$ cat src/rtl/timing_state_generator_pkg.sv
// Shared timing-state constants and encodings for the timing generator and the decode PLA.
// T0..T5 map to one-hot bits of T_State; the jam state drives all bits low.
package timing_state_generator_pkg;

  localparam int T_STATE_WIDTH = 6;
  localparam int T0_BIT = 0;
  localparam int T1_BIT = 1;
  localparam int T2_BIT = 2;
  localparam int T3_BIT = 3;
  localparam int T4_BIT = 4;
  localparam int T5_BIT = 5;

  localparam logic [T_STATE_WIDTH-1:0] T_STATE_RESET = 6'b000010;
  localparam logic [T_STATE_WIDTH-1:0] T_STATE_JAM   = 6'b000000;

  typedef enum logic [2:0] {
    ST_T0  = 3'd0,
    ST_T1  = 3'd1,
    ST_T2  = 3'd2,
    ST_T3  = 3'd3,
    ST_T4  = 3'd4,
    ST_T5  = 3'd5,
    ST_JAM = 3'd6
  } tstate_e;

  function automatic logic [T_STATE_WIDTH-1:0] state_onehot(input tstate_e s);
    logic [T_STATE_WIDTH-1:0] v;
    v = T_STATE_JAM;
    case (s)
      ST_T0:   v[T0_BIT] = 1'b1;
      ST_T1:   v[T1_BIT] = 1'b1;
      ST_T2:   v[T2_BIT] = 1'b1;
      ST_T3:   v[T3_BIT] = 1'b1;
      ST_T4:   v[T4_BIT] = 1'b1;
      ST_T5:   v[T5_BIT] = 1'b1;
      default: v = T_STATE_JAM;
    endcase
    return v;
  endfunction

endpackage

$ cat src/rtl/timing_state_generator_saturating_counter.sv
// Saturating up-counter with synchronous clear; Clear wins over Inc.
module timing_state_generator_saturating_counter #(
  parameter int WIDTH = 8
) (
  input  logic             Clock,
  input  logic             Reset,
  input  logic             Inc,
  input  logic             Clear,
  output logic [WIDTH-1:0] Count
);

  logic [WIDTH-1:0] r_count;

  always_ff @(posedge Clock) begin
    if (Reset || Clear) begin
      r_count <= '0;
    end else if (Inc && (r_count != {WIDTH{1'b1}})) begin
      r_count <= r_count + WIDTH'(1);
    end
  end

  assign Count = r_count;

endmodule

$ cat src/rtl/timing_state_generator.sv
// 6502 instruction timing-state sequencer: one-hot T0..T5, SYNC, jam detect and stall statistics.
// A stalled read cycle freezes the state and must not consume Last_Cycle.
module timing_state_generator
  import timing_state_generator_pkg::*;
#(
  parameter int StallCountBits = 8,
  parameter bit JamEnable      = 1'b1
) (
  input  logic                      Clock,
  input  logic                      Reset,
  input  logic                      Tick,
  input  logic                      Rdy,
  input  logic                      Rw,
  input  logic                      Last_Cycle,
  input  logic                      Clear_Stats,
  output logic [T_STATE_WIDTH-1:0]  T_State,
  output logic                      Sync,
  output logic                      Jam,
  output logic [StallCountBits-1:0] Stall_Count
);

  tstate_e                    r_state;
  tstate_e                    w_next;
  logic [T_STATE_WIDTH-1:0]   r_t_state;
  logic                       r_sync;
  logic                       r_jam;
  logic                       w_stall;
  logic                       w_advance;
  logic                       w_stall_inc;

  // NMOS behaviour: only read cycles honour RDY
  assign w_stall     = !Rdy && Rw;
  assign w_advance   = Tick && !w_stall && (r_state != ST_JAM);
  assign w_stall_inc = Tick &&  w_stall && (r_state != ST_JAM);

  always_comb begin
    w_next = r_state;
    case (r_state)
      ST_T0:                      w_next = ST_T1;
      ST_T1, ST_T2, ST_T3, ST_T4: w_next = Last_Cycle ? ST_T0 : tstate_e'(r_state + 3'd1);
      ST_T5:                      w_next = (Last_Cycle || !JamEnable) ? ST_T0 : ST_JAM;
      default:                    w_next = ST_JAM;
    endcase
  end

  always_ff @(posedge Clock) begin
    if (Reset) begin
      r_state   <= ST_T1;
      r_t_state <= T_STATE_RESET;
      r_sync    <= 1'b1;
      r_jam     <= 1'b0;
    end else if (w_advance) begin
      r_state   <= w_next;
      r_t_state <= state_onehot(w_next);
      r_sync    <= (w_next == ST_T1);
      r_jam     <= (w_next == ST_JAM);
    end
  end

  assign T_State = r_t_state;
  assign Sync    = r_sync;
  assign Jam     = r_jam;

  timing_state_generator_saturating_counter #(
    .WIDTH (StallCountBits)
  ) u_stall_count (
    .Clock (Clock),
    .Reset (Reset),
    .Inc   (w_stall_inc),
    .Clear (Clear_Stats),
    .Count (Stall_Count)
  );

endmodule

$ cat config.mk
export PLATFORM = sky130hd
export DESIGN_NAME = timing_state_generator
export DESIGN_NICKNAME = d
export VERILOG_FILES = /design/src/rtl/timing_state_generator_pkg.sv /design/src/rtl/timing_state_generator_saturating_counter.sv /design/src/rtl/timing_state_generator.sv
export SDC_FILE = /design/constraint.sdc
export NUM_CORES = 1
export LEC_CHECK = 0
export CAP_MARGIN = 20
export CORE_MARGIN = 1.5
export CORE_UTILIZATION = 50
export CTS_CLUSTER_SIZE = 25
export DETAILED_ROUTE_END_ITERATION = 7
export PLACE_DENSITY = 0.82
export SLEW_MARGIN = 40
export SYNTH_ARGS = -nofsm -noshare
export SYNTH_HDL_FRONTEND = slang
export SYNTH_HIERARCHICAL = 1
export SYNTH_SLANG_ARGS = --single-unit
export TNS_END_PERCENT = 30
$ cat constraint.sdc
create_clock -name Clock -period 3.5 [get_ports Clock]
set_clock_uncertainty 0.05 [all_clocks]
set_input_delay 0.7 -clock Clock [delete_from_list [all_inputs] [get_ports Clock]]
set_output_delay 0.7 -clock Clock [all_outputs]
set_load 0.02 [all_outputs]
==> metrics.yaml, run 1 <==
timing:
  setup_slack_ps: 1330
  post-route-period-util: 0.620
  hold_viol: 0
  grt_setup_unrepaired: "false"
  post-route-min-period_ps: 2170
  finalSetupViolations: 0
  tns_ps: 0
  fmax_ghz: 0.461
  maxSlewViolCount: 0
  max_slew.worst_pin.slew_ps: 608
  hold_slack_ps: 457
  max_slew_margin: 0.593
worst_hold_path:
  min-delay-path-class: "flop to flop"
setup_path:
  setup.worst_path.end_class: "flop"
  crit_chain: "inv_1 -> ha_1 -> nand2_1 -> nand2_1 -> nor2_1 -> and4_1 -> a21boi_0 -> mux2i_1"
  cp_slowest_stage_delay_ps: 400
  critPathKind: "flop to flop"
  required_ps: 3680
  start_kind: "flop"
  slowest_stage: "dfxtp_1"
  crit_fanout: 5
  cp_common_cell: "nand2_1"
  path_delay_family: "simple AND/OR/NAND/NOR gates"
  arrival_ps: 2350
  worst-path-buf-inv: 1
power_and_ir_drop:
  power.density_nw_per_um2: 347
  p_leak_nw: 0.513
  vdd_ir_drop_max_mv: 0.245
cells_and_area:
  final_common_cell: "clkdlybuf4s50_1"
  num_antenna_cells: 0
  fin_util: 0.669
  multi_input_area_um2: 696
  layout_common_cells: "22 x clkdlybuf4s50_1, 18 x dfxtp_1, 13 x nand2_1, 9 x a21oi_1, 8 x nand3b_1"
  fillCellCount: 175
  area_growth_syn_to_layout_pct: 21.8
  drive_gt1_frac: 0.125
  fin_nets: 157
  seqCellArea_um2: 360
global_route:
  top_usage_layer: "met2"
  grt_start_max_net_pins: 20
  met1_usage: 0.266
  antenna_found_initial: 0
  grt_pass1_vias: 921
  grt_use_total: 0.213
  use_met2: 0.346
  use_met3: 0.0625
  grt_overflow: 0
  grt_pass1_wl_um: 4130
die:
  die_area_um2: 2540
  initial_core_util: 0.549
  die_h_um: 50.4
  core_area_um2: 2040
  ios: 23
  die_x_um: 50.4
  rows: 16
placement:
  port_buffers: 22
  dp_worst_setup_slack_ps: 1090
  finalWeightedCongestion: 0.851
  post-dp-hpwl_um: 1830
yosys:
  syn_nets: 137
  ys_warn_count: 6
  synth_flop_cell: "dfxtp_1"
  synth_area_um2: 1120
  ys_seq_area_frac: 0.321
  synth_edf_count: 0
  avgSynthCellArea_um2: 8.97
  synthArstFlopShare: 0
  synth_cell_types: 51
  syn_inst: 125
  synth-seq-cells: 18
clock_network:
  cts_setup_buffers: 0
  cts_hold_buf: 0
  clkLatencyLatePin_ps: 300
  cts_tree: "yes"
  cts_buffer_depth: 2
  h-tree-depth: 1
  cts_root_buf: "clkbuf_4"
  cts_inserted_buffers: 3
  path_clk_slew_ps: 110
  clock_sinks: 18
  cts_resized: 0
drt:
  dr.pass1.iters: 4
  vias: 1022
  wl_per_cell_um: 14.6
  via_per_inst: 5.98
  routed_wl_um: 2490
  drc: 0
  ant_nets: 0
  drtIter0Drc: 23
outcome:
  outcome: "complete, no violations"
run:
  cap_violations: 0
## area by class of cell
type | instances | share of cell area
Timing Repair Buffer | 22 | 0.161
Clock buffer | 4 | 0.0266
Multi-Input combinational cell | 95 | 0.510
Tap cell | 27 | 0.0247
Sequential cell | 18 | 0.264
Inverter | 5 | 0.0137
## path summary, 6_finish.rpt
| path | start | to | slack, ps | depth (start not counted) |
|---|---|---|---|---|
| setup / recovery | r_state[0] | u_stall_count/Count[3] | 1330 | 8 |
| hold / removal | T_State[3] | T_State[3] | 460 | 2 |
| setup reg to reg | r_state[0] | u_stall_count/Count[3] | 1330 | 8 |
| hold reg to reg | T_State[3] | T_State[3] | 460 | 2 |
## state kept, by name, indices dropped and copies added, names as in the netlist
signal               cells
Jam                      1
r_state                  3
u_stall_count/Count      8
T_State                  6
## logic make-up (layout without fill, tap and decap cells)
| kind of cell | count (synthesis) | in the layout | synth area share |
|---|---|---|---|
| compound gates | 33 | 33 | 0.241 |
| fa+ha+maj | 5 | 5 | 0.0558 |
| buf+inv | 12 | 31 | 0.0580 |
| flops | 18 | 18 | 0.321 |
| mux | 4 | 4 | 0.0357 |
| simple gates | 53 | 53 | 0.288 |
## per-stage QoR
stage,instances,total power (W),area (um^2)
3_3_place_gp,167,0.000341,1330
5_1_grt,171,0.000496,1370
3_5_place_dp,167,0.000345,1330
2_1_floorplan,125,0.000313,1120
6_report,171,0.000474,1370
4_1_cts,171,0.000473,1370
## report_power, final
part	switching, W	leakage, nW	internal, W	total (W)
registers	0.00000948	0.146	0.000213	0.000222
clock network	0.0000675	0.0210	0.0000634	0.000131
logic	0.0000668	0.346	0.0000534	0.000120
total	0.000144	0.513	0.000330	0.000474
## Yosys cell counts, drive strengths merged (2+ instances only)
master,instances,area (um^2)
or4,2,18.8
and3,3,18.8
ha,5,62.6
nor4,2,12.5
inv,5,18.8
nand4,2,12.5
a21boi,2,18.8
nand3b,8,60.1
buf,4,35.0
clkbuf,3,11.3
dfxtp,18,360
o21ai,3,18.8
o31ai,3,27.5
nand2,13,48.8
or3,5,37.5
o41ai,3,41.3
nand3,3,15.0
and3b,2,17.5
a21oi,10,61.3
and4,2,18.8
mux2i,4,40.0
nor2,6,22.5
## worst reg2reg max path: cells and delay by family, from the launching register on
family,cells,cell delay [ps]
mux,1,220
simple gates,4,770
compound gates,1,260
fa+ha+maj,1,280
flops,1,400
buf+inv,1,120
## per-layer routing
metal / wire, um / part of all wire / up-vias
met5: 0 / 0 / -
met4: 45 / 0.018 / 0
met3: 174 / 0.070 / 4
met2: 1180 / 0.47 / 38
met1: 1090 / 0.44 / 478
li1: - / - / 502
(Power assumes the default switching activity.)
==> run 2, diff against run 1 <==
- clock period: 3.5 -> 2.02 ns (I/O delays scaled with it)
==> run 2 against run 1 <==
Design area grew 5.3%. Critical path depth shrank 1. Sequential cell count is the same. Critical endpoint is now T_State[5].
==> metrics.yaml, run 2 (synthesized netlist as in run 1, its figures left out) <==
clock_network:
  clkLatencyLatePin_ps: 290  # was 300 ps
  h-tree-depth: 1  # unchanged
  cts_buffer_depth: 2  # unchanged
  path_clk_slew_ps: 90  # was 110 ps
  cts_tree: "yes"  # unchanged
  clock_sinks: 18  # unchanged
  cts_inserted_buffers: 3  # unchanged
  cts_root_buf: "clkbuf_4"  # unchanged
  cts_hold_buf: 0  # unchanged
placement:
  port_buffers: 22  # unchanged
  finalWeightedCongestion: 0.853  # was 0.851
  post-dp-hpwl_um: 2040  # was 1830 um
  dp_worst_setup_slack_ps: -56.7  # was 1090 ps
  place_area_um2: 1400  # was 1330 um^2
timing:
  post-route-min-period_ps: 1890  # was 2170 ps
  fmax_ghz: 0.529  # was 0.461 GHz
  setup_slack_ps: 128  # was 1330 ps
  hold_viol: 0  # unchanged
  finalSetupViolations: 0  # unchanged
  max_slew.worst_pin.slew_ps: 461  # was 608 ps
  maxSlewViolCount: 0  # unchanged
  max_slew_margin: 0.692  # was 0.593
  post-route-period-util: 0.936  # was 0.620
  grt_setup_unrepaired: "false"  # unchanged
setup_path:
  r2r_cells: 7  # was 8
  cp_slowest_stage_delay_ps: 440  # was 400 ps
  critPathKind: "flop to flop"  # unchanged
  crit_chain: "inv_1 -> buf_4 -> ha_1 -> and4bb_1 -> a21oi_1 -> or4_4 -> o31ai_2"  # was inv_1 -> ha_1 -> nand2_1 -> nand2_1 -> nor2_1 -> and4_1 -> a21boi_0 -> mux2i_1
  required_ps: 2180  # was 3680 ps
  path_delay_family: "simple AND/OR/NAND/NOR gates"  # unchanged
  reg2reg_to: "T_State[5]"  # was u_stall_count/Count[3]
  start_kind: "flop"  # unchanged
  setup.worst_path.end_class: "flop"  # unchanged
  r2r_slack_ps: 130  # was 1330 ps
  arrival_ps: 2050  # was 2350 ps
  reg2reg_from: "r_state[0]"  # unchanged
  worst-path-buf-inv: 2  # was 1
  slowest_stage: "or4_4"  # was dfxtp_1
  crit_fanout: 6  # was 5
power_and_ir_drop:
  p_leak_nw: 0.558  # was 0.513 nW
  vdd_ir_drop_max_mv: 0.684  # was 0.245 mV
  power.total_w: 0.000827  # was 0.000474 W
  power.density_nw_per_um2: 575  # was 347 nW/um^2
die:
  rows: 16  # unchanged
  die_h_um: 50.4  # unchanged
  ios: 23  # unchanged
  die_x_um: 50.4  # unchanged
  die_area_um2: 2540  # unchanged
  core_area_um2: 2040  # unchanged
  initial_core_util: 0.549  # unchanged
drt:
  vias: 1079  # was 1022
  dr.pass1.iters: 4  # unchanged
  wl_per_cell_um: 14.7  # was 14.6 um
  drtIter0Drc: 17  # was 23
  routed_wl_um: 2650  # was 2490 um
  ant_nets: 0  # unchanged
  drc: 0  # unchanged
  via_per_inst: 5.99  # was 5.98
cells_and_area:
  drive_gt1_frac: 0.196  # was 0.125
  final_area_um2: 1440  # was 1370 um^2
  fin_util: 0.704  # was 0.669
  fillCellCount: 181  # was 175
  area_growth_syn_to_layout_pct: 28.2  # was 21.8%
  layout_common_cells: "22 x clkdlybuf4s50_1, 16 x dfxtp_1, 13 x nand2_1, 9 x a21oi_1, 9 x buf_4"  # was 22 x clkdlybuf4s50_1, 18 x dfxtp_1, 13 x nand2_1, 9 x a21oi_1, 8 x nand3b_1
  final_common_cell: "clkdlybuf4s50_1"  # unchanged
  largest_reg_flops: 8  # unchanged
  num_antenna_cells: 0  # unchanged
  fin_nets: 166  # was 157
global_route:
  grt_pass1_vias: 1045  # was 921
  grt_overflow: 0  # unchanged
  grt_start_max_net_pins: 13  # was 20
  grt_pass1_wl_um: 4580  # was 4130 um
  antenna_found_initial: 0  # unchanged
  grt_use_total: 0.232  # was 0.213
worst_hold_path:
  min-delay-path-class: "flop to flop"  # unchanged
  min_from: "T_State[4]"  # was T_State[3]
  holdPathEnd: "T_State[4]"  # was T_State[3]
  holdPathStages: 2  # unchanged
outcome:
  outcome: "complete, no violations"  # unchanged
run:
  cap_violations: 0  # unchanged
==> run 2: changes by cell type in the layout (fill, tap and decap cells not counted), sizes merged <==
cell  before  now
buf        0    9
==> run 2: final cells by class <==
cell class              count  area, um^2  share of cell area
clock buffers               4        36.3              0.0252
inverters                   5        18.8              0.0131
multi-input cells          95         698               0.486
flip-flops and latches     18         363               0.252
well taps                  27        33.8              0.0235
repair buffers             31         288               0.200
==> run 2: worst max-delay path by stage <==
stage	from	endpoint	slack, ps	cells past startpoint
6_report	r_state[0]	T_State[5]	130	7
5_1_grt	r_state[0]	T_State[5]	30	7
4_1_cts	r_state[0]	u_stall_count/Count[6]	50	8
3_5_place_dp	Rdy	u_stall_count/Count[6]	-60	6
3_3_place_gp	Rdy	u_stall_count/Count[6]	-8	6
2_1_floorplan	r_state[0]	u_stall_count/Count[6]	170	8
==> run 2: repair_timing <==
| item | 4_1_cts | 5_1_grt |
|---|---|---|
| endpoints found under the setup margin | 0 | 5 |
| buffers inserted | 0 | 0 |
| resized for setup | 0 | 3 |
==> run 2: worst reg2reg max path, cell delays in order, from the launching register on <==
cell and delay, ps:
dfxtp_2 350, inv_1 80, buf_4 130, ha_1 300
and4bb_1 240, a21oi_1 50, or4_4 440, o31ai_2 190
==> run 2: per-layer routing <==
layer  global-route usage  share of wire  vias to the layer above
met3               0.0685          0.056                        6
met4               0.0676          0.021                        0
met5                    0              0                        -
met1                0.284           0.44                      512
li1                     -              -                      526
met2                0.393           0.48                       35
==> run 2: power breakdown <==
group	internal (W)	switching, W	leakage [nW]
clock network	0.000110	0.000110	0.0210
logic	0.000104	0.000120	0.390
registers	0.000370	0.0000130	0.146
total	0.000584	0.000243	0.558
==> run 2: through the flow <==
stage                     instances  hold WS, ps  TNS (ps)
after detailed placement        176          416     -56.7
after CTS                       180          437         0
after floorplan                 125          432         0
final                           180          436         0
after global routing            180          455         0
after global placement          176          416     -7.53
==> run 3, diff against run 2 <==
- GPL_TIMING_DRIVEN: default -> 0
==> run 3 against run 2 <==
Cell count is 1.1% lower. Sequential power is essentially flat. Sequential cell count stayed put. Highest routed layer unchanged. Design area shrank 0.87%. Critical path type unchanged. Wire length is 2.0% lower. Largest cell class unchanged. Critical path depth grew 1. Sequential share of layout area up 0.22 points. Clock power barely moved. Utilization decreased by 0.61 points.
==> metrics.yaml, run 3 (synthesized netlist as in run 1, its figures left out) <==
worst_hold_path:
  min_from: "T_State[4]"  # unchanged
  min-delay-path-class: "flop to flop"  # unchanged
  holdPathEnd: "T_State[4]"  # unchanged
  holdPathStages: 2  # unchanged
drt:
  wl_per_cell_um: 14.6  # was 14.7 um
  ant_nets: 0  # unchanged
  via_per_inst: 5.68  # was 5.99
  drtIter0Drc: 31  # was 17
  vias: 1011  # was 1079
  drc: 0  # unchanged
  routed_wl_um: 2600  # was 2650 um
  dr.pass1.iters: 4  # unchanged
die:
  die_area_um2: 2540  # unchanged
  die_h_um: 50.4  # unchanged
  ios: 23  # unchanged
  die_x_um: 50.4  # unchanged
  core_area_um2: 2040  # unchanged
  initial_core_util: 0.549  # unchanged
  rows: 16  # unchanged
clock_network:
  clock_sinks: 18  # unchanged
  path_clk_slew_ps: 90  # about the same
  cts_hold_buf: 0  # unchanged
  cts_tree: "yes"  # unchanged
  cts_buffer_depth: 2  # unchanged
  cts_setup_buffers: 0  # unchanged
  cts_inserted_buffers: 3  # unchanged
  cts_root_buf: "clkbuf_4"  # unchanged
  clkLatencyLatePin_ps: 300  # was 290 ps
  h-tree-depth: 1  # unchanged
cells_and_area:
  drive_gt1_frac: 0.179  # was 0.196
  layout_common_cells: "22 x clkdlybuf4s50_1, 16 x dfxtp_1, 13 x nand2_1, 9 x a21oi_1, 8 x nand3b_1"  # was 22 x clkdlybuf4s50_1, 16 x dfxtp_1, 13 x nand2_1, 9 x a21oi_1, 9 x buf_4
  area_growth_syn_to_layout_pct: 27.1  # was 28.2%
  fillCellCount: 181  # unchanged
  fin_util: 0.698  # was 0.704
  fin_nets: 164  # was 166
  num_antenna_cells: 0  # unchanged
  largest_reg_flops: 8  # unchanged
  final_area_um2: 1430  # was 1440 um^2
  final_common_cell: "clkdlybuf4s50_1"  # unchanged
setup_path:
  setup.worst_path.end_class: "flop"  # unchanged
  r2r_slack_ps: 140  # was 130 ps
  r2r_cells: 8  # was 7
  crit_fanout: 5  # was 6
  start_kind: "flop"  # unchanged
  reg2reg_to: "u_stall_count/Count[3]"  # was T_State[5]
  required_ps: 2190  # was 2180 ps
  critPathKind: "flop to flop"  # unchanged
  reg2reg_from: "r_state[0]"  # unchanged
  arrival_ps: 2050  # about the same
placement:
  finalWeightedCongestion: 0.844  # was 0.853
  port_buffers: 22  # unchanged
  dp_worst_setup_slack_ps: -164  # was -56.7 ps
  place_area_um2: 1380  # was 1400 um^2
  post-dp-hpwl_um: 1920  # was 2040 um
timing:
  max_slew.worst_pin.slew_ps: 465  # was 461 ps
  grt_setup_unrepaired: "false"  # unchanged
  setup_slack_ps: 142  # was 128 ps
  hold_viol: 0  # unchanged
  max_slew_margin: 0.689  # was 0.692
  finalSetupViolations: 0  # unchanged
  hold_slack_ps: 447  # was 436 ps
  post-route-period-util: 0.930  # was 0.936
  post-route-min-period_ps: 1880  # was 1890 ps
  fmax_ghz: 0.532  # was 0.529 GHz
  maxSlewViolCount: 0  # unchanged
global_route:
  grt_use_total: 0.224  # was 0.232
  antenna_found_initial: 0  # unchanged
  grt_start_max_net_pins: 11  # was 13
  grt_pass1_vias: 1014  # was 1045
  grt_pass1_wl_um: 4420  # was 4580 um
  grt_overflow: 0  # unchanged
run:
  cap_violations: 0  # unchanged
power_and_ir_drop:
  power.density_nw_per_um2: 582  # was 575 nW/um^2
  power.total_w: 0.000829  # was 0.000827 W
  vdd_ir_drop_max_mv: 0.548  # was 0.684 mV
  p_leak_nw: 0.538  # was 0.558 nW
outcome:
  outcome: "complete, no violations"  # unchanged
-- run 3: worst max-delay path, stage by stage (launching register included) --
cell	delay, ps
dfxtp_2	360
inv_1	90
ha_2	220
nand2_1	100
nand2_1	90
nor2_4	130
and4_2	310
a21boi_1	210
mux2i_1	220
-- run 3: power breakdown --
group	leakage, nW	internal [W]	switching, W
logic	0.371	0.000103	0.000122
clock network	0.0210	0.000110	0.000111
registers	0.146	0.000370	0.0000129
-- run 3: what timing repair did --
item | in CTS | in global routing
resized for setup | 3 | 4
hold endpoints to repair | 0 | 0
setup endpoints to repair | 2 | 2
-- run 3: metal layers --
| layer | track usage | part of all wire |
|---|---|---|
| met1 | 0.276 | 0.47 |
| met2 | 0.377 | 0.48 |
| met3 | 0.0625 | 0.045 |
| met4 | 0.0676 | 0.0042 |
| met5 | 0 | 0 |
-- run 3: final cells by class --
cell class / instances / area [um^2] / share of cell area
plain buffers: 7 / 46.3 / 0.0325
clock buffers: 4 / 36.3 / 0.0255
inverters: 5 / 18.8 / 0.0132
multi-input cells: 95 / 707 / 0.496
flip-flops and latches: 18 / 363 / 0.255
well taps: 27 / 33.8 / 0.0237
repair buffers: 22 / 220 / 0.155
-- run 3: worst max-delay path by stage --
stage | startpoint | to | slack (ps) | depth (start not counted)
floorplan | r_state[0] | u_stall_count/Count[6] | 170 | 8
global placement | Rdy | u_stall_count/Count[3] | -90 | 6
detailed placement | Rdy | u_stall_count/Count[3] | -160 | 6
CTS | r_state[0] | u_stall_count/Count[3] | 20 | 8
global route | r_state[0] | u_stall_count/Count[6] | 30 | 8
finish | r_state[0] | u_stall_count/Count[3] | 140 | 8
-- run 3: through the flow --
stage / TNS [ps] / instances
2_1_floorplan: 0 / 125
3_3_place_gp: -169 / 174
3_5_place_dp: -284 / 174
4_1_cts: 0 / 178
5_1_grt: 0 / 178
6_report: 0 / 178
==> RTL change 1: new RTL, flow settings as in run 2 <==
The parameter `JamEnable` goes from 1'b1 to 1'b0.
--- a/src/rtl/timing_state_generator.sv
+++ b/src/rtl/timing_state_generator.sv
@@ -5,5 +5,5 @@
 #(
   parameter int StallCountBits = 8,
-  parameter bit JamEnable      = 1'b1
+  parameter bit JamEnable      = 1'b0
 ) (
   input  logic                      Clock,
Behaviour: not the same (Yosys sat finds a counterexample within 10 cycles, from zero or initial values and one cycle with Reset high).
==> RTL change 1 against run 2 <==
- total power fell by 8.2%
- sequential cell count did not move
- global-route usage rose by 0.90 points
- design area fell by 4.9%
- setup slack got worse by 0.047 ns
- hold slack got worse by 0.025 ns
- routed wire length fell by 14%
- area after synthesis fell by 11%
- largest cell class unchanged
- largest power group unchanged
==> RTL change 1: results (changes against run 2) <==
metal2 WL -> 1170 um (was 1280 um)
layout cells sized above 1 -> 0.193 (was 0.196)
Port Buffers -> 22 (unchanged)
hold_buf cts -> 0 (unchanged)
# nets final -> 158 (was 166)
Vias -> 983 (was 1079)
Hold WS -> 0.411 ns (was 0.436 ns)
Post-Syn Nets -> 127 (was 137)
post-synthesis cell count -> 115 (was 125)
slowest stage delay, CP -> 0.53 ns (was 0.44 ns)
clk slew on worst S/H paths -> 0.11 ns (was 0.09 ns)
Routed WL per cell -> 13.3 um (was 14.7 um)
placed cells -> 168 (was 176)
Yosys cell types -> 41 (was 51)
largest net degree at the start of global routing -> 12 (was 13)
top cells by area, synth -> dfxtp_1, ha_1, nand2_1 (was dfxtp_1, ha_1, nand3b_1)
Total Routing Usage GR -> 0.241 (was 0.232)
share of synthesized flip-flops with an asynchronous set or reset -> 0 (unchanged)
Placement Setup Slack -> 0.0207 ns (was -0.0567 ns)
Worst slew margin -> 0.671 (was 0.692)
DP Area -> 1300 um2 (was 1400 um2)
LEAKAGE -> 0.000516 uW (was 0.000558 uW)
sequential area share after synthesis -> 0.360 (was 0.321)
initial DRC count -> 37 (was 17)
P_int -> 551 uW (was 584 uW)
vias in the first global route -> 880 (was 1045)
Crit Path Max Fanout -> 5 (was 6)
met3 WL -> 105 um (was 148 um)
Commonest cells post-synth -> dfxtp_1, nand2_1, a21oi_1 (unchanged)
global-route wire length before repair -> 3910 um (was 4580 um)
status -> completed (unchanged)
CTS Buffer Depth -> 2 (unchanged)
Max rail drop VDD -> 307 uV (was 684 uV)
hpwl dp -> 1710 um (was 2040 um)
cell family with most CP delay -> compound AO/OA/AOI/OAI gates (was simple AND/OR/NAND/NOR gates)
initial antenna violation count -> 0 (unchanged)
DRT Wirelength -> 2290 um (was 2650 um)
post-CTS setup buffer count -> 0 (unchanged)
Post-Route M1 WL -> 995 um (was 1160 um)
Placer Congestion -> 0.894 (was 0.853)
PnR worst setup slack -> 0.0815 ns (was 0.128 ns)
[RTL change 1: cell types whose count changed after synthesis, moves of 2 or more]
cell	before	now
nand3b_1	8	0
nand3_1	3	7
a32o_1	0	2
buf_6	2	0
clkbuf_1	3	1
nand2_1	13	15
nand2b_1	1	3
nand4_1	2	4
o31ai_1	2	0
o41ai_2	2	0
[RTL change 1: worst min-delay path, stage by stage (launching register included)]
cell,delay (ns)
dfxtp_1,0.32
nand2_1,0.05
a21oi_1,0.05
[RTL change 1: worst paths after layout]
kind / startpoint / to / cells past startpoint
worst max register to register: r_state[0] / T_State[4] / 5
worst min register to register: T_State[0] / T_State[0] / 2
worst max-delay path: r_state[0] / T_State[4] / 5
worst min-delay path: T_State[0] / T_State[0] / 2
[RTL change 1: cell type report]
class                           count  area, um2
Multi-Input combinational cell     88        629
Timing Repair Buffer               31        288
Sequential cell                    18        365
Inverter                            4       15.0
Fill cell                         174        554
Clock buffer                        4       36.3
Tap cell                           27       33.8
[RTL change 1: power by group through the flow]
stage	Clock [uW]	Combinational [uW]	Sequential (uW)
3_3_place_gp	0	137	385
2_1_floorplan	0	80.8	390
6_report	229	152	378
5_1_grt	250	167	381
4_1_cts	229	142	378
3_5_place_dp	0	140	385
[RTL change 1: kinds of logic (layout without fill, tap and decap cells)]
logic type               Yosys count  count (layout)  share of synthesized area
AO/OA/AOI/OAI                     22              22                      0.160
adder cells (fa/ha/maj)            5               5                     0.0624
buffers and inverters              9              39                     0.0424
flip-flops                        18              18                      0.360
multiplexers                       4               4                     0.0400
AND/OR/NAND/NOR                   57              57                      0.336
[RTL change 1: per-stage QoR]
step	util	total power [uW]
finish	0.712	759
global route	0.712	797
CTS	0.694	749
detailed placement	0.674	526
global placement	0.674	521
floorplan	-	471
[RTL change 1: per-layer routing]
| metal | track usage | vias up |
|---|---|---|
| met5 | 0 | - |
| met4 | 0.0649 | 0 |
| met3 | 0.0453 | 4 |
| met2 | 0.392 | 30 |
| met1 | 0.326 | 465 |
| li1 | - | 484 |
[RTL change 1: repair_timing]
action,4_1_cts,5_1_grt
gates resized for setup,1,8
endpoints found under the hold margin,0,0
endpoints found under the setup margin,3,7
pin swaps,0,0
cloned,0,0
==> RTL change 2: new RTL, config.mk and constraints of run 2 <==
Made on the original files. Make the reset (`Reset`) asynchronous in one clocked block.
--- a/src/rtl/timing_state_generator.sv
+++ b/src/rtl/timing_state_generator.sv
@@ -44,5 +44,5 @@
   end
 
-  always_ff @(posedge Clock) begin
+  always_ff @(posedge Clock or posedge Reset) begin
     if (Reset) begin
       r_state   <= ST_T1;
Formal check against the unedited RTL: differs if Reset is asserted again (counterexample within 4 cycles, from zero or initial values and one cycle with Reset high); with Reset held inactive, the same outputs for 10 cycles.
==> RTL change 2 against run 2 <==
- routed wire length decreased by 24%
- setup slack got worse by 0.028 ns
- area after synthesis down 10%
- sequential share of layout area is 5.3 points higher
- first-iteration DRC count up 35%
- design area fell by 5.9%
- sequential cell count unchanged
- critical path type unchanged
- critical endpoint is now Jam
Power is not compared: it rests on default switching activity, and its combinational part moved more than twofold at a synthesized area within 25%.
==> RTL change 2: results (changes against run 2) <==
share of synthesized flip-flops with an asynchronous set or reset -> 0.556 (was 0)
largest net degree at the start of global routing -> 12 (was 13)
multiplexer area fraction after synthesis -> 0.0397 (was 0.0357)
Synth Area in Adders -> 0.0620 (was 0.0558)
Hold WS -> 0.435 ns (was 0.436 ns)
worst path arrival time -> 2.10 ns (was 2.05 ns)
initial DRC count -> 23 (was 17)
sequential area share after synthesis -> 0.409 (was 0.321)
Worst Hold Path EP -> T_State[5] (was T_State[4])
DRT Wirelength -> 2030 um (was 2650 um)
DP Area -> 1290 um2 (was 1400 um2)
post-synthesis cell count -> 110 (was 125)
RR Startpoint -> r_state[0] (unchanged)
Worst R2R End -> Jam (was T_State[5])
drt via density -> 5.50 (was 5.99)
top cells by area, synth -> dfrtp_1, dfxtp_1, ha_1 (was dfxtp_1, ha_1, nand3b_1)
Hold Path Origin -> T_State[5] (was T_State[4])
total power -> 1430 uW
layout cells sized above 1 -> 0.167 (was 0.196)
Crit Path Max Fanout -> 4 (was 6)
global-route wire length before repair -> 3170 um (was 4580 um)
Yosys cell types -> 39 (was 51)
Placer Congestion -> 0.801 (was 0.853)
# nets final -> 151 (was 166)
slowest stage delay, CP -> 0.54 ns (was 0.44 ns)
Placement Setup Slack -> 0.00491 ns (was -0.0567 ns)
Worst R2R Path Depth -> 6 (was 7)
Total Routing Usage GR -> 0.190 (was 0.232)
Commonest cells post-synth -> nand2_1, dfrtp_1, dfxtp_1 (was dfxtp_1, nand2_1, a21oi_1)
Synth Area in Compound Gates -> 0.184 (was 0.241)
Worst slew margin -> 0.686 (was 0.692)
Post-Syn Nets -> 122 (was 137)
status -> completed (unchanged)
placed cells -> 161 (was 176)
Layout Cells excl Fill -> 165 (was 180)
Worst R2R Setup Slack -> 0.10 ns (was 0.13 ns)
-- RTL change 2: area by class of cell --
cell class | count | area [um2]
Timing Repair Buffer | 28 | 265
Inverter | 5 | 18.8
Tap cell | 27 | 33.8
Sequential cell | 18 | 413
Fill cell | 155 | 569
Multi-Input combinational cell | 83 | 586
Clock buffer | 4 | 36.3
-- RTL change 2: worst register-to-register path: cells and delay by family (launching register included) --
kind / cells / cell delay, ns
DFF: 1 / 0.54
and+or+nand+nor: 2 / 0.52
AOI/OAI and AO/OA: 2 / 0.51
adders and majority gates: 1 / 0.19
buffers and inverters: 1 / 0.05
-- RTL change 2: cell families after synthesis --
group                    Yosys count
multiplexers                       4
AO/OA/AOI/OAI                     26
flip-flops                        18
AND/OR/NAND/NOR                   48
adder cells (fa/ha/maj)            5
buffers and inverters              9
-- RTL change 2: repair_timing --
action / 4_1_cts / 5_1_grt
gates resized for setup: 0 / 7
endpoints found under the setup margin: 0 / 9
hold endpoints to repair: 0 / 0
-- RTL change 2: metal layers --
layer  up-vias  routed length, um  global-route usage
met2        32                962               0.309
li1        463                  -                   -
met5         -                  0                   0
met1       410                952               0.268
met4         0                  9              0.0324
met3         2                102              0.0340
-- RTL change 2: worst max path at each step --
stage | start | endpoint | slack, ns
after floorplan | r_state[0] | u_stall_count/Count[6] | 0.07
after global placement | Rdy | u_stall_count/Count[6] | 0.06
after detailed placement | Rdy | u_stall_count/Count[6] | 0.005
after CTS | r_state[0] | u_stall_count/Count[6] | 0.04
after global routing | r_state[0] | u_stall_count/Count[6] | 0.01
final | r_state[0] | Jam | 0.10
